[src/rtl/multicycle_controller.sv]
// Control unit for the multicycle RV32I core. A Moore state machine steps
// each instruction through fetch, decode, execute, memory and writeback. The
// steps share one ALU and one unified memory. The block also holds the ALU
// decoder and the immediate-format decode, so the datapath needs no other
// control logic.
module multicycle_controller (
  input  logic       clk,
  input  logic       reset,
  input  logic [6:0] op,
  input  logic [2:0] funct3,
  input  logic       funct7b5,
  input  logic       Zero,
  output logic       PCWrite,
  output logic       AdrSrc,
  output logic       MemWrite,
  output logic       IRWrite,
  output logic [1:0] ResultSrc,
  output logic [1:0] ALUSrcA,
  output logic [1:0] ALUSrcB,
  output logic [1:0] ImmSrc,
  output logic [2:0] ALUControl,
  output logic       RegWrite,
  output logic       Illegal
);

  typedef enum logic [3:0] {
    FETCH    = 4'd0,
    DECODE   = 4'd1,
    MEMADR   = 4'd2,
    MEMREAD  = 4'd3,
    MEMWB    = 4'd4,
    MEMWRITE = 4'd5,
    EXECUTER = 4'd6,
    EXECUTEI = 4'd7,
    ALUWB    = 4'd8,
    BEQ      = 4'd9,
    JAL      = 4'd10
  } state_t;

  localparam logic [6:0] OP_LW  = 7'b0000011;
  localparam logic [6:0] OP_SW  = 7'b0100011;
  localparam logic [6:0] OP_R   = 7'b0110011;
  localparam logic [6:0] OP_I   = 7'b0010011;
  localparam logic [6:0] OP_BEQ = 7'b1100011;
  localparam logic [6:0] OP_JAL = 7'b1101111;

  localparam logic [2:0] ALU_ADD = 3'b000;
  localparam logic [2:0] ALU_SUB = 3'b001;
  localparam logic [2:0] ALU_AND = 3'b010;
  localparam logic [2:0] ALU_OR  = 3'b011;
  localparam logic [2:0] ALU_SLT = 3'b101;

  localparam logic [1:0] IMM_I = 2'b00;
  localparam logic [1:0] IMM_S = 2'b01;
  localparam logic [1:0] IMM_B = 2'b10;
  localparam logic [1:0] IMM_J = 2'b11;

  state_t     state;
  state_t     nextState;
  logic [1:0] aluOp;
  logic       pcUpdate;
  logic       branch;
  logic       adrSrcRaw;
  logic       memWriteRaw;
  logic       irWriteRaw;
  logic       regWriteRaw;
  logic       illegalRaw;
  logic [1:0] resultSrcRaw;
  logic [1:0] aluSrcARaw;
  logic [1:0] aluSrcBRaw;

  // Immediate format depends on the opcode only, never on the state.
  function automatic logic [1:0] immDecode(input logic [6:0] opc);
    case (opc)
      OP_LW, OP_I: immDecode = IMM_I;
      OP_SW:       immDecode = IMM_S;
      OP_BEQ:      immDecode = IMM_B;
      OP_JAL:      immDecode = IMM_J;
      default:     immDecode = IMM_I;
    endcase
  endfunction

  // ALU operation from the coarse ALUOp class plus the funct fields. Only
  // R-type (op[5] set) may select subtract. For I-type, bit 30 belongs to the
  // immediate.
  function automatic logic [2:0] aluDecode(input logic [1:0] cls,
                                           input logic [2:0] f3,
                                           input logic       opb5,
                                           input logic       f7b5);
    aluDecode = ALU_ADD;
    case (cls)
      2'b00: aluDecode = ALU_ADD;
      2'b01: aluDecode = ALU_SUB;
      2'b10: begin
        case (f3)
          3'b000:  aluDecode = (opb5 & f7b5) ? ALU_SUB : ALU_ADD;
          3'b010:  aluDecode = ALU_SLT;
          3'b110:  aluDecode = ALU_OR;
          3'b111:  aluDecode = ALU_AND;
          default: aluDecode = ALU_ADD;
        endcase
      end
      default: aluDecode = ALU_ADD;
    endcase
  endfunction

  // Opcodes that this control unit knows how to sequence.
  function automatic logic opSupported(input logic [6:0] opc);
    case (opc)
      OP_LW, OP_SW, OP_R, OP_I, OP_BEQ, OP_JAL: opSupported = 1'b1;
      default:                                  opSupported = 1'b0;
    endcase
  endfunction

  // State register; reset parks the machine in FETCH.
  always_ff @(posedge clk) begin
    if (reset) state <= FETCH;
    else       state <= nextState;
  end

  // Next-state logic: DECODE dispatches on the opcode, every path ends in FETCH.
  always_comb begin
    nextState = FETCH;
    case (state)
      FETCH: nextState = DECODE;
      DECODE: begin
        case (op)
          OP_LW, OP_SW: nextState = MEMADR;
          OP_R:         nextState = EXECUTER;
          OP_I:         nextState = EXECUTEI;
          OP_BEQ:       nextState = BEQ;
          OP_JAL:       nextState = JAL;
          default:      nextState = FETCH;
        endcase
      end
      MEMADR:   nextState = (op == OP_LW) ? MEMREAD : MEMWRITE;
      MEMREAD:  nextState = MEMWB;
      EXECUTER: nextState = ALUWB;
      EXECUTEI: nextState = ALUWB;
      JAL:      nextState = ALUWB;
      MEMWB:    nextState = FETCH;
      MEMWRITE: nextState = FETCH;
      ALUWB:    nextState = FETCH;
      BEQ:      nextState = FETCH;
      default:  nextState = FETCH;
    endcase
  end

  // Per-state Moore outputs. Illegal also depends on the opcode seen in DECODE.
  always_comb begin
    aluOp        = 2'b00;
    pcUpdate     = 1'b0;
    branch       = 1'b0;
    adrSrcRaw    = 1'b0;
    memWriteRaw  = 1'b0;
    irWriteRaw   = 1'b0;
    regWriteRaw  = 1'b0;
    illegalRaw   = 1'b0;
    resultSrcRaw = 2'b00;
    aluSrcARaw   = 2'b00;
    aluSrcBRaw   = 2'b00;
    case (state)
      FETCH: begin
        adrSrcRaw    = 1'b0;
        irWriteRaw   = 1'b1;
        aluSrcARaw   = 2'b00;
        aluSrcBRaw   = 2'b10;
        aluOp        = 2'b00;
        resultSrcRaw = 2'b10;
        pcUpdate     = 1'b1;
      end
      DECODE: begin
        // Precompute the branch target OldPC + imm while the opcode is decoded.
        aluSrcARaw = 2'b01;
        aluSrcBRaw = 2'b01;
        aluOp      = 2'b00;
        illegalRaw = ~opSupported(op);
      end
      MEMADR: begin
        aluSrcARaw = 2'b10;
        aluSrcBRaw = 2'b01;
        aluOp      = 2'b00;
      end
      MEMREAD: begin
        resultSrcRaw = 2'b00;
        adrSrcRaw    = 1'b1;
      end
      MEMWB: begin
        resultSrcRaw = 2'b01;
        regWriteRaw  = 1'b1;
      end
      MEMWRITE: begin
        resultSrcRaw = 2'b00;
        adrSrcRaw    = 1'b1;
        memWriteRaw  = 1'b1;
      end
      EXECUTER: begin
        aluSrcARaw = 2'b10;
        aluSrcBRaw = 2'b00;
        aluOp      = 2'b10;
      end
      EXECUTEI: begin
        aluSrcARaw = 2'b10;
        aluSrcBRaw = 2'b01;
        aluOp      = 2'b10;
      end
      ALUWB: begin
        resultSrcRaw = 2'b00;
        regWriteRaw  = 1'b1;
      end
      BEQ: begin
        // The ALU compares rs1 and rs2. The target latched in DECODE sits in ALUOut.
        aluSrcARaw   = 2'b10;
        aluSrcBRaw   = 2'b00;
        aluOp        = 2'b01;
        resultSrcRaw = 2'b00;
        branch       = 1'b1;
      end
      JAL: begin
        // The ALU forms the link address OldPC + 4. The PC loads the jump target from ALUOut.
        aluSrcARaw   = 2'b01;
        aluSrcBRaw   = 2'b10;
        aluOp        = 2'b00;
        resultSrcRaw = 2'b00;
        pcUpdate     = 1'b1;
      end
      default: begin
        aluOp = 2'b00;
      end
    endcase
  end

  // Output stage: reset forces every output to 0, including in mid-instruction states.
  always_comb begin
    PCWrite    = pcUpdate | (branch & Zero);
    AdrSrc     = adrSrcRaw;
    MemWrite   = memWriteRaw;
    IRWrite    = irWriteRaw;
    RegWrite   = regWriteRaw;
    Illegal    = illegalRaw;
    ResultSrc  = resultSrcRaw;
    ALUSrcA    = aluSrcARaw;
    ALUSrcB    = aluSrcBRaw;
    ImmSrc     = immDecode(op);
    ALUControl = aluDecode(aluOp, funct3, op[5], funct7b5);
    if (reset) begin
      PCWrite    = 1'b0;
      AdrSrc     = 1'b0;
      MemWrite   = 1'b0;
      IRWrite    = 1'b0;
      RegWrite   = 1'b0;
      Illegal    = 1'b0;
      ResultSrc  = 2'b00;
      ALUSrcA    = 2'b00;
      ALUSrcB    = 2'b00;
      ImmSrc     = 2'b00;
      ALUControl = 3'b000;
    end
  end

endmodule

[config.mk]
export PLATFORM = sky130hd
export DESIGN_NAME = multicycle_controller
export DESIGN_NICKNAME = d
export VERILOG_FILES = /design/src/rtl/multicycle_controller.sv
export SDC_FILE = /design/constraint.sdc
export NUM_CORES = 1
export LEC_CHECK = 0
export ABC_AREA = 0
export CAP_MARGIN = 10
export CELL_PAD_IN_SITES_DETAIL_PLACEMENT = 1
export CELL_PAD_IN_SITES_GLOBAL_PLACEMENT = 1
export CORE_UTILIZATION = 26
export CTS_CLUSTER_DIAMETER = 60
export DETAILED_ROUTE_END_ITERATION = 6
export PLACE_DENSITY_LB_ADDON = 0.1
export REMOVE_ABC_BUFFERS = 1
export SKIP_CTS_REPAIR_TIMING = 1
export SLEW_MARGIN = 25
export SYNTH_ARGS = -nofsm -noshare
export SYNTH_HDL_FRONTEND = slang
export SYNTH_SLANG_ARGS = --single-unit
[constraint.sdc]
create_clock -name clk -period 2.33 [get_ports clk]
set_input_delay 0.699 -clock clk [delete_from_list [all_inputs] [get_ports clk]]
set_output_delay 0.699 -clock clk [all_outputs]
set_load 0.02 [all_outputs]
==> summary.txt, run 1 <==
Run status
  – Status: finished, violations left
  – Failing checks: setup timing

CTS
  – Number of CTS-inserted buffers: 3
  – CTS max path bufs: 2
  – CTS sink cnt: 4
  – Worst-path clk slew: 0.03 ns
  – CTS Root Cell: clkbuf_4
  – H-tree level count: 1
  – Clk_lat worst skew: 0.24 ns
  – TritonCTS clock tree: yes

Timing
  – RSZ-0062 raised after global routing: yes
  – Period Utilization, post-route: 1.08
  – Post-Route Setup TNS: -0.560 ns
  – Worst-case clock skew: 0.00369 ns
  – Worst-margin pin slew: 0.265 ns
  – Tmin final: 2.52 ns
  – Final Setup Violations: 5
  – Setup WS post-layout: -0.187 ns
  – Worst rel slew slack: 0.822
  – Final hold violations: 0
  – Fin. max-slew vios: 0
  – FMAX: 0.397 GHz

GRT
  – First-pass GRT wire length: 3770 um
  – Met2 usage: 0.344
  – All-Layer GR Usage: 0.198
  – GRT overflow: 0
  – Met1 usage: 0.215
  – Pin count of the biggest net entering global routing: 16
  – Vias in the first global route: 885
  – GR peak layer: met2
  – GR met3 Demand/Resource: 0.0303
  – Initial antenna violation count: 0

Synth
  – Share of the synthesized area in the top cell type: 0.131
  – Dominant cells by area after synthesis: dfxtp_1 (13%), and3_1 (5.1%), nand4bb_4 (4.5%), xor2_1 (4.3%), ha_1 (4.1%)
  – Sequential area share after synthesis: 0.131
  – Seq cells post-synth: 4
  – Synth Cell Area: 609 um2
  – YS warnings: 0
  – Synth Instances: 83
  – Most used DFF post-synth: dfxtp_1
  – Yosys top cell by area: dfxtp_1
  – Synth unique cells: 39
  – Number of flops mapped to enable cells by yosys: 0
  – Most instantiated cells after synthesis: inv_1 (6), nand2_1 (6), nor2_1 (6)
  – Async set-or-reset flop fraction in the synthesized netlist: 0
  – Synthesized area per cell: 7.34 um2

Cells and area
  – Final Non-Filler Cells: 176
  – Fin area: 1360 um2
  – Layout cells sized above 1: 0.601
  – Number of flip-flops in the largest register: 4
  – Final net count: 166
  – N_diodes: 0
  – Fillers: 265
  – Largest Register: state
  – Area grow syn2layout: 123%
  – Largest regs: state: 4 flops

Placement
  – Routability cong.: 0.867
  – Pre-CTS setup slack: -1.01 ns
  – Cell area after placement: 1150 um2
  – PortBufs: 30
  – Final HPWL DP: 1820 um
  – DP Cell Count: 166

Setup path
  – CP Data Arrival Time: 1.82 ns
  – WS Path Type: register to output port
  – Crit path max fanout: 4
  – Endpoint class of the critical path: output port
  – Startpoint type of the worst setup path: register
  – Worst EP required: 1.63 ns

Detailed routing
  – Drt drc: 0
  – Vias per inst: 5.30
  – Final wirelength: 3250 um
  – DRT Pass-1 Iters: 4
  – Vias: 932
  – Post-route ant nets: 0
  – DR WL/cell: 18.5 um
  – DR iter-0 viols: 10

Die
  – Die area: 2540 um2
  – I/O Pins: 31
  – Initial Util: 0.275
  – Die width: 50.4 um
  – Die Ht: 50.4 um
  – Row count: 17
  – Core ar.: 2210 um2

Pwr
  – Peak supply drop: 0.220 mV
  – P_leak: 0.751 nW
  – P per Cell Area: 216 nW/um2

Job
  – Max_cap viols: 0

Hold path
  – Worst Hold Class: register to register
-- worst paths after layout --
kind | startpoint | cells after the start | to | slack [ns]
setup / recovery | state[2] | 6 | ALUControl[2] | -0.19
hold / removal | state[0] | 2 | state[0] | 0.66
setup reg to reg | state[0] | 4 | state[2] | 0.81
hold reg to reg | state[0] | 2 | state[0] | 0.66
-- metrics by stage --
stage	utilization	total power, W	hold WS, ns
finish	0.614	0.000293	0.664
global placement	0.518	0.000193	0.639
detailed placement	0.518	0.000196	0.646
CTS	0.528	0.000285	0.654
global route	0.614	0.000311	0.694
floorplan	-	0.000115	0.573
-- routing by layer --
| metal | part of all wire | wire, um | vias up |
|---|---|---|---|
| met2 | 0.54 | 1750 | 42 |
| li1 | - | - | 432 |
| met5 | 0 | 0 | - |
| met3 | 0.045 | 147 | 13 |
| met1 | 0.38 | 1240 | 445 |
| met4 | 0.035 | 113 | 0 |
-- cells by family (layout without fill, tap and decap cells) --
| kind of cell | after synthesis | count (layout) | share of synthesized area |
|---|---|---|---|
| adders and majority gates | 2 | 2 | 0.0411 |
| xor gates and xnor gates | 5 | 5 | 0.0719 |
| buffers and inverters | 12 | 77 | 0.0883 |
| muxes | 1 | 1 | 0.0164 |
| and+or+nand+nor | 45 | 45 | 0.474 |
| AOI/OAI and AO/OA | 14 | 14 | 0.177 |
| DFF | 4 | 4 | 0.131 |
-- cell usage in the layout, fill, tap and decap left out, drive strengths merged, types with 2 or more instances in the layout --
| cell type | count |
|---|---|
| nor4 | 2 |
| buf | 49 |
| and3b | 2 |
| dlymetal6s2s | 14 |
| clkbuf | 8 |
| nand2 | 6 |
| o21ai | 3 |
| a21oi | 2 |
| dfxtp | 4 |
| or3 | 4 |
| nor3 | 4 |
| xor2 | 3 |
| ha | 2 |
| inv | 6 |
| nand4 | 2 |
| nor2b | 3 |
| xnor2 | 2 |
| and3 | 5 |
| a211oi | 3 |
| nor2 | 6 |
-- power by group --
group	internal (W)	leakage (nW)	switching (W)
Combinational	0.0000661	0.704	0.0000683
Clock	0.0000577	0.0138	0.0000301
Sequential	0.0000693	0.0339	0.00000123
-- layout make-up --
cell class / instances / area [um2] / area share
sequential: 4 / 85.1 / 0.0627
tap: 28 / 35.0 / 0.0258
multi-input combinational: 67 / 606 / 0.446
timing repair buffer: 68 / 587 / 0.432
clock buffer: 3 / 22.5 / 0.0166
inverter: 6 / 22.5 / 0.0166
-- worst max-delay path: stages (launching register included) --
cell and delay [ns]:
dfxtp_4 0.35, and4bb_2 0.31, inv_2 0.06, ha_4 0.22
or3_1 0.36, nor3_2 0.12, buf_4 0.16
Note: power is estimated with default switching activity, not from simulation.
==> inputs of run 2 (changes only) <==
--- a/config.mk
+++ b/config.mk
@@ -6,12 +6,15 @@
 export NUM_CORES = 1
 export LEC_CHECK = 0
 export ABC_AREA = 0
+export ABC_CLOCK_PERIOD_IN_PS = 2330
 export CAP_MARGIN = 10
 export CELL_PAD_IN_SITES_DETAIL_PLACEMENT = 1
 export CELL_PAD_IN_SITES_GLOBAL_PLACEMENT = 1
+export CORE_ASPECT_RATIO = 1.5
 export CORE_UTILIZATION = 26
 export CTS_CLUSTER_DIAMETER = 60
 export DETAILED_ROUTE_END_ITERATION = 6
+export GPL_TIMING_DRIVEN = 0
 export PLACE_DENSITY_LB_ADDON = 0.1
 export REMOVE_ABC_BUFFERS = 1
 export SKIP_CTS_REPAIR_TIMING = 1
==> run 2 against run 1 <==
Compared with the run above:
- the flow still finishes with violations (setup timing)
- first-iteration DRC count is 60% lower
- clock power is 1% higher
- sequential share of layout area is 2.1 points higher
- final area is 16% lower
- combinational power is 22% lower
- routed wire length is 36% lower
- final cell count is 18% lower
- flip-flop and latch count stayed put
- maximum frequency is 2.4% lower
==> summary.txt, run 2 (synthesis gave the netlist of run 1 again) <==
Pwr
  – Design Power: 0.000263 W
  – P_leak: 0.662 nW
  – Peak supply drop: 0.200 mV
  – P per Cell Area: 231 nW/um2

CTS
  – Worst-path clk slew: 0.04 ns
  – Number of CTS-inserted buffers: 3
  – Clk_lat worst skew: 0.24 ns
  – CTS max path bufs: 2
  – CTS sink cnt: 4
  – CTS Root Cell: clkbuf_4
  – H-tree level count: 1
  – TritonCTS clock tree: yes

Cells and area
  – N_diodes: 0
  – Area grow syn2layout: 87.1%
  – Multi-input gate area: 584 um2
  – Fillers: 260
  – Layout Utilization: 0.510
  – Layout cells sized above 1: 0.467
  – Most frequent cells in the layout: dlymetal6s2s_1 (16), buf_4 (16), and3_1 (5), nor2_1 (5), buf_2 (5)
  – Seq. cell area: 95.1 um2
  – Final net count: 140
  – Number of flip-flops in the largest register: 4
  – Final Non-Filler Cells: 145
  – Largest Register: state
  – Largest regs: state: 4 flops

Timing
  – Final hold violations: 0
  – Setup WS post-layout: -0.249 ns
  – Hold Slack: 0.596 ns
  – Tmin final: 2.58 ns
  – Final Setup Violations: 4
  – Fin. max-slew vios: 0
  – FMAX: 0.388 GHz
  – Worst rel slew slack: 0.792
  – Worst-margin pin slew: 0.311 ns
  – Period Utilization, post-route: 1.11
  – RSZ-0062 raised after global routing: yes
  – Worst-case clock skew: 0.00377 ns

Setup path
  – CP Cell Sequence: and4bb_2 > inv_2 > ha_4 > or3_4 > nor3_2 > buf_4
  – Crit path max fanout: 7
  – WS Path Type: register to output port
  – Worst EP required: 1.63 ns
  – Startpoint type of the worst setup path: register
  – R2R depth: 4
  – CP Data Arrival Time: 1.88 ns
  – R2r setup slk: 0.84 ns
  – Max incr delay on CP: 0.36 ns
  – Endpoint class of the critical path: output port
  – Max stage delay cell, worst path: dfxtp_4

Job
  – Max_cap viols: 0

Detailed routing
  – Vias: 773
  – Post-route ant nets: 0
  – Vias per inst: 5.33
  – DRT Pass-1 Iters: 4
  – DR WL/cell: 14.3 um
  – DR iter-0 viols: 4
  – Drt drc: 0
  – Final wirelength: 2070 um

Run status
  – Status: finished, violations left
  – Failing checks: setup timing

GRT
  – First-pass GRT wire length: 2750 um
  – GRT overflow: 0
  – Initial antenna violation count: 0
  – Pin count of the biggest net entering global routing: 17
  – Vias in the first global route: 635
  – All-Layer GR Usage: 0.139

Placement
  – PortBufs: 30
  – DP Cell Count: 130
  – Final HPWL DP: 1370 um
  – Routability cong.: 0.798

Die
  – Row count: 21
  – Die Ht: 61.3 um
  – Core ar.: 2230 um2
  – Die area: 2550 um2
  – I/O Pins: 31
  – Initial Util: 0.273
  – Die width: 41.5 um

Hold path
  – Worst Hold Class: register to register
  – Worst Hold Depth: 2
-- run 2: cell type report --
| cell class | instances | share of cell area |
|---|---|---|
| clock buffers | 3 | 0.0198 |
| flip-flops and latches | 4 | 0.0834 |
| multi-input cells | 67 | 0.513 |
| inverters | 6 | 0.0198 |
| well taps | 23 | 0.0252 |
| repair buffers | 42 | 0.339 |
-- run 2: final timing paths --
check / end / from
setup / recovery: ALUControl[2] / state[2]
hold / removal: state[3] / state[3]
setup reg to reg: state[2] / state[0]
hold reg to reg: state[3] / state[3]
-- run 2: power breakdown --
part,internal [W],leakage [nW],switching (W),total (W)
combinational,0.0000505,0.613,0.0000544,0.000105
sequential,0.0000670,0.0355,0.00000215,0.0000691
clock,0.0000578,0.0138,0.0000311,0.0000889
-- run 2: metrics by stage --
stage	cell area [um2]	worst slack, ns	setup TNS, ns
after floorplan	578	-0.322	-1.17
after global placement	907	-1.15	-15.25
after detailed placement	907	-1.14	-15.18
after CTS	930	-1.15	-15.46
after global routing	1140	-0.316	-0.768
final	1140	-0.249	-0.482
-- run 2: routing by layer --
metal	vias to the layer above	routed length, um	GRT usage
li1	382	-	-
met1	365	794	0.151
met2	21	1160	0.261
met3	5	77	0.0205
met4	0	39	0.0737
met5	-	0	0
-- run 2: worst max-delay path: cells and delay by family, from the launching register on --
family / cells / cell delay (ns)
buffers and inverters: 2 / 0.22
and+or+nand+nor: 3 / 0.84
DFF: 1 / 0.36
adders and majority gates: 1 / 0.21
==> inputs of run 3 (changes only) <==
--- a/config.mk
+++ b/config.mk
@@ -10,10 +10,10 @@
 export CAP_MARGIN = 10
 export CELL_PAD_IN_SITES_DETAIL_PLACEMENT = 1
 export CELL_PAD_IN_SITES_GLOBAL_PLACEMENT = 1
-export CORE_ASPECT_RATIO = 1.5
-export CORE_UTILIZATION = 26
+export CORE_UTILIZATION = 40
 export CTS_CLUSTER_DIAMETER = 60
 export DETAILED_ROUTE_END_ITERATION = 6
+export DONT_BUFFER_PORTS = 1
 export GPL_TIMING_DRIVEN = 0
 export PLACE_DENSITY_LB_ADDON = 0.1
 export REMOVE_ABC_BUFFERS = 1
==> run 3 against run 2 <==
Compared with the run above:
- the run still ends with setup timing left
- combinational power is 44% lower
- critical path depth is 1 lower
- sequential power is 3.5% higher
- routed wire length is 6.4% lower
- sequential share of layout area is 2.8 points higher
- clock power is 5.5% higher
- flip-flop and latch count stayed put
- final area is 25% lower
- count of clock-buffer cells in the layout stayed put
- final cell count is 24% lower
==> summary.txt, run 3 (synthesis gave the netlist of run 1 again) <==
Pwr
  – P per Cell Area: 263 nW/um2
  – Design Power: 0.000224 W
  – Clock power frac: 0.418
  – Internal: 0.000151 W
  – Psw: 0.0000736 W
  – Sequential share of power: 0.319
  – Sw Ratio: 0.328
  – Peak supply drop: 0.128 mV
  – P_leak: 0.334 nW
  – Combinational Power Share: 0.263

CTS
  – TritonCTS clock tree: yes
  – Clk_lat worst skew: 0.24 ns
  – Number of CTS-inserted buffers: 3
  – Worst-path clk slew: 0.04 ns
  – CTS max path bufs: 2
  – CTS Root Cell: clkbuf_4
  – CTS sink cnt: 4
  – H-tree level count: 1

Die
  – Die Ht: 41.0 um
  – Initial Util: 0.446
  – Core ar.: 1370 um2
  – Die width: 41.0 um
  – Die area: 1680 um2
  – I/O Pins: 31
  – Row count: 13

Setup path
  – CP Data Arrival Time: 1.91 ns
  – Worst Setup EP: ALUControl[2]
  – R2r endpoint: state[2]
  – Endpoint class of the critical path: output port
  – Worst EP required: 1.63 ns
  – R2r setup slk: 0.86 ns
  – Startpoint type of the worst setup path: register
  – CP startpoint: state[1]
  – Worst R2R Start: state[0]
  – R2R depth: 4
  – WS Path Type: register to output port
  – Crit path max fanout: 8

GRT
  – First-pass GRT wire length: 2130 um
  – All-Layer GR Usage: 0.193
  – Pin count of the biggest net entering global routing: 17
  – GRT overflow: 0
  – Initial antenna violation count: 0
  – Vias in the first global route: 520

Timing
  – RSZ-0062 raised after global routing: yes
  – Worst-margin pin slew: 0.876 ns
  – Final Setup Violations: 4
  – Setup WS post-layout: -0.283 ns
  – Period Utilization, post-route: 1.12
  – Worst rel slew slack: 0.410
  – Fin. max-slew vios: 0
  – Post-Route Setup TNS: -0.404 ns
  – FMAX: 0.383 GHz
  – Worst-case clock skew: 0.00148 ns
  – Final hold violations: 0
  – Tmin final: 2.61 ns

Hold path
  – Worst Hold Class: register to register

Cells and area
  – Fin area: 853 um2
  – Most common cell after layout, fill and taps aside: buf_4
  – Layout Utilization: 0.625
  – Largest regs: state: 4 flops
  – Layout cells sized above 1: 0.453
  – Area grow syn2layout: 40.0%
  – Largest Register: state
  – Final net count: 113
  – N_diodes: 0
  – Most frequent cells in the layout: buf_4 (14), nor2_1 (6), nand2_1 (6)
  – Number of flip-flops in the largest register: 4

Detailed routing
  – DR iter-0 viols: 9
  – DR WL/cell: 17.6 um
  – Drt drc: 0
  – DRT Pass-1 Iters: 4
  – Vias per inst: 6.26
  – Vias: 689
  – Final wirelength: 1940 um
  – Post-route ant nets: 0

Placement
  – Final HPWL DP: 1090 um
  – PortBufs: 0
  – Cell area after placement: 602 um2
  – Pre-CTS setup slack: -0.527 ns
  – Routability cong.: 0.818

Job
  – Max_cap viols: 0

Run status
  – Status: finished, violations left
  – Failing checks: setup timing
[run 3: changes by cell type in the layout (fill, tap and decap cells not counted), moves of 2 or more]
cell	previous run	this run
clkbuf_2	3	1
nand2_2	2	0
dlymetal6s2s_1	16	0
buf_4	16	14
o21ai_1	2	0
nand2_1	4	6
buf_2	5	0
nor3_2	2	0
[run 3: worst min path at each step]
stage / from / endpoint / cells after the start
CTS: reset / state[3] / 1
global route: state[0] / state[0] / 1
global placement: state[0] / state[0] / 1
finish: state[0] / state[0] / 1
detailed placement: state[0] / state[0] / 1
floorplan: state[0] / state[0] / 1
[run 3: power groups by stage]
stage | sequential, W | combinational (W) | clock (W)
after detailed placement | 0.0000780 | 0.0000438 | 0
after CTS | 0.0000769 | 0.0000440 | 0.0000920
after floorplan | 0.0000759 | 0.0000393 | 0
after global routing | 0.0000720 | 0.0000651 | 0.000104
final | 0.0000715 | 0.0000590 | 0.0000938
after global placement | 0.0000776 | 0.0000426 | 0
[run 3: layout make-up]
class                           instances  area [um2]
Multi-Input combinational cell         67         584
Inverter                                6        22.5
Timing Repair Buffer                   15         110
Tap cell                               15        18.8
Sequential cell                         4        95.1
Clock buffer                            3        22.5
Fill cell                             168         513
[run 3: worst max-delay path, stage by stage (launching register included)]
cell	delay [ns]
dfxtp_4	0.37
and4bb_2	0.35
inv_2	0.05
ha_4	0.21
or3_4	0.39
nor3_4	0.29
[run 3: through the flow]
step	cells	hold WS [ns]
floorplan	77	0.573
global placement	92	0.644
detailed placement	92	0.670
CTS	95	0.578
global route	110	0.526
finish	110	0.502
[run 3: layer usage]
metal | GRT usage | part of all wire | vias up
met1 | 0.237 | 0.42 | 330
met4 | 0.108 | 0.020 | 0
met5 | 0 | 0 | -
met2 | 0.313 | 0.51 | 28
li1 | - | - | 327
met3 | 0.0326 | 0.048 | 4
